### config.mk
export PLATFORM = sky130hd
export DESIGN_NAME = gtc_settle_timer
export DESIGN_NICKNAME = d
export VERILOG_FILES = /design/src/rtl/gtc_settle_timer.sv
export SDC_FILE = /design/constraint.sdc
export NUM_CORES = 1
export LEC_CHECK = 0
export BUFFER_PORTS_ARGS = -buffer_cell sky130_fd_sc_hd__buf_2
export CAP_MARGIN = 20
export CORE_AREA = 5 5 42 44
export DETAILED_ROUTE_END_ITERATION = 10
export DIE_AREA = 0 0 47 49
export SYNTH_ARGS = -nofsm -noshare
export SYNTH_HDL_FRONTEND = slang
export SYNTH_SLANG_ARGS = --single-unit
export TNS_END_PERCENT = 5
### constraint.sdc
create_clock -name clk -period 3.65 [get_ports clk]
set_clock_uncertainty 0.15 [all_clocks]
set_input_delay 0.365 -clock clk [delete_from_list [all_inputs] [get_ports clk]]
set_output_delay 0.365 -clock clk [all_outputs]
set_load 0.005 [all_outputs]
### src/rtl/gtc_settle_timer.sv
// Settle down-counter: load arms it for SETTLE_CYC cycles, tick counts down,
// zero flags the last settle cycle.
module gtc_settle_timer #(
    parameter int unsigned SETTLE_CYC = 2
) (
    input  logic clk,
    input  logic rst_n,
    input  logic load,
    input  logic tick,
    output logic zero
);

    logic [3:0] cnt_q;

    always_ff @(posedge clk or negedge rst_n) begin
        if (!rst_n) begin
            cnt_q <= '0;
        end else if (load) begin
            cnt_q <= 4'(SETTLE_CYC - 1);
        end else if (tick && (cnt_q != '0)) begin
            cnt_q <= cnt_q - 4'd1;
        end
    end

    assign zero = (cnt_q == '0);

endmodule

==> impl_metrics.toml <==
[run_status]
status = "finished clean"

[final_layout]
area.growth.synth_to_final_pct = 29.4
fin_util_pct = 22.8
diodes = 0
top_regs = "cnt_q x4"
n_fill_cell = 173
drive_gt1_share_pct = 37.5
final_cell_mix = "4 x nor2_1, 4 x dfrtp_1, 4 x buf_2"
area.sequential_um2 = 100
multi_input_area_um2 = 135
largest_reg_flops = 4
fin_nets = 40
max_flop_register = "cnt_q"

[cts]
cts-root-buf = "clkbuf_4"
clk_pin_slew_ns = 0.03
htreeDepth = 1
post_cts_buffers = 0
cts_tree = "done"
tritoncts.num_buffers = 3
cts_resized = 0
ctsHoldBuffers = 1
clk_path_buf_depth = 2
cts.sinks = 4
clk_latency_ns = 0.24

[pwr]
combPwrFrac_pct = 21.9
leakagePower_nw = 0.154
power_frac_clock_pct = 39.0
power.internal_mw = 0.102
switching_share_pct = 26.9
peakVddDrop_mv = 0.137
seqPwrFrac_pct = 39.1
total_power_mw = 0.139
power.net_switching_mw = 0.0376
power_density_nw_per_um2 = 437

[synth]
synthDistinctLibCells = 14
synth_cells = 24
synth_nets = 30
synth_warnings = 0
syn_area_per_cell_um2 = 10.3
yosys_register_bits = 4
syn_area_um2 = 246
synth_top_area_cell = "dfrtp_1"
synth_area_leaders = "dfrtp_1 41%, ha_1 10%, nor2_1 6.1%"
synth_top_area_share_pct = 40.6
ys_seq_area_share_pct = 40.6

[grt]
grt_pass1_wl_um = 779
grt_overflow = 0
antenna_found_initial = 0
grt_max_degree = 8
grt_util_all_layers_pct = 5.50
grt_pass1_vias = 201

[detailed_routing]
viasPerCell = 4.02
wl_per_cell_um = 9.79
postRouteAntennaNets = 0
first_iter_violations = 1
drc = 0
routed_wl_um = 470
vias = 193
drt_pre_antenna_iters = 2

[setup_path]
setup.worst_path.class = "flip-flop to output port"
crit_fanout = 4
start_kind = "flip-flop"
end_kind = "output port"
crit_required_ns = 3.13
arrival_ns = 1.32
r2r_setup_slack_ns = 2.00
rr_worst_depth = 5
r2r_end = "cnt_q[2]"
r2r-start = "cnt_q[0]"

[floorplan]
rows = 14
die_width_um = 47
die_area_um2 = 2300
core_area_um2 = 1400
initial_core_util_pct = 17.6
io_pins = 5
die_h_um = 49

[sta]
setup_viol = 0
slew_headroom_pct = 80.5
finalCritPeriodShare_pct = 50.4
rsz0062_at_grt = "false"
clock.fmax_mhz = 544
hold_viol = 0
whs_ns = 0.248
finalCriticalPeriod_ns = 1.84
drv_slew = 0
fin_tns_setup_ns = 0
worst_pin_slew_ns = 0.292

[hold_path]
hold_end = "cnt_q[2]"
hold_class = "input pin to flip-flop"
hp-start = "load"
min_path_cells = 2

[placement]
place.gp.congestion = 0.723
io_buffers = 4

[flow_run]
maxCapViolCount = 0
-- synth_stat cells --
library cell	instances
a21oi_1	1
a31o_1	1
dfrtp_1	4
ha_1	2
inv_1	3
mux2_2	1
mux2i_1	1
nand2_1	2
nor2_1	4
nor2b_1	1
nor3b_2	1
nor4_2	1
or3_2	1
or4b_4	1
-- critical path, stage by stage, from the launching register on --
cell and delay (ns):
dfrtp_1 0.39, inv_1 0.10, ha_1 0.15, nor3b_2 0.28, buf_2 0.18
-- cells by family (layout without fill, tap and decap cells) --
kind of cell / after synthesis / after routing / share of synthesized area (%)
simple gates: 11 / 11 / 30.5
fa+ha+maj: 2 / 2 / 10.2
compound gates: 2 / 2 / 5.58
flops: 4 / 4 / 40.6
buf+inv: 3 / 11 / 4.57
mux: 2 / 2 / 8.63
-- routing by layer --
metal / vias to the layer above / wire length (µm) / GRT usage [%]
met5: - / 0 / 0
met4: 0 / 0 / 4.15
met3: 0 / 44 / 5.54
met2: 3 / 250 / 7.47
met1: 92 / 174 / 4.64
li1: 98 / - / -
-- power by group through the flow --
stage,Sequential (mW),Combinational (mW),Clock [mW]
6_report,0.0546,0.0305,0.0544
2_1_floorplan,0.0539,0.0213,0
5_1_grt,0.0552,0.0358,0.0610
4_1_cts,0.0546,0.0313,0.0575
3_3_place_gp,0.0551,0.0298,0
3_5_place_dp,0.0552,0.0300,0
-- stage by stage --
stage          cell area [µm²]  worst slack, ns  instances
2_1_floorplan              246             2.11         24
3_3_place_gp               287             2.02         44
3_5_place_dp               287             1.99         44
4_1_cts                    319             1.80         48
5_1_grt                    319             1.70         48
6_report                   319             1.81         48
-- layout make-up --
type | instances | share of cell area [%]
multi-input cells | 17 | 42.4
flip-flops and latches | 4 | 31.4
repair buffers | 5 | 9.41
clock buffers | 3 | 7.06
well taps | 16 | 6.27
inverters | 3 | 3.53
-- worst max path at each step --
stage / cells past startpoint / start / slack, ns / to
final: 4 / cnt_q[0] / 1.81 / zero
after floorplan: 5 / cnt_q[0] / 2.11 / cnt_q[1]
after detailed placement: 5 / cnt_q[0] / 1.99 / cnt_q[2]
after global routing: 4 / cnt_q[0] / 1.70 / zero
after global placement: 5 / cnt_q[0] / 2.02 / cnt_q[2]
after CTS: 4 / cnt_q[0] / 1.80 / zero
Note: power is estimated with default switching activity, not from simulation.
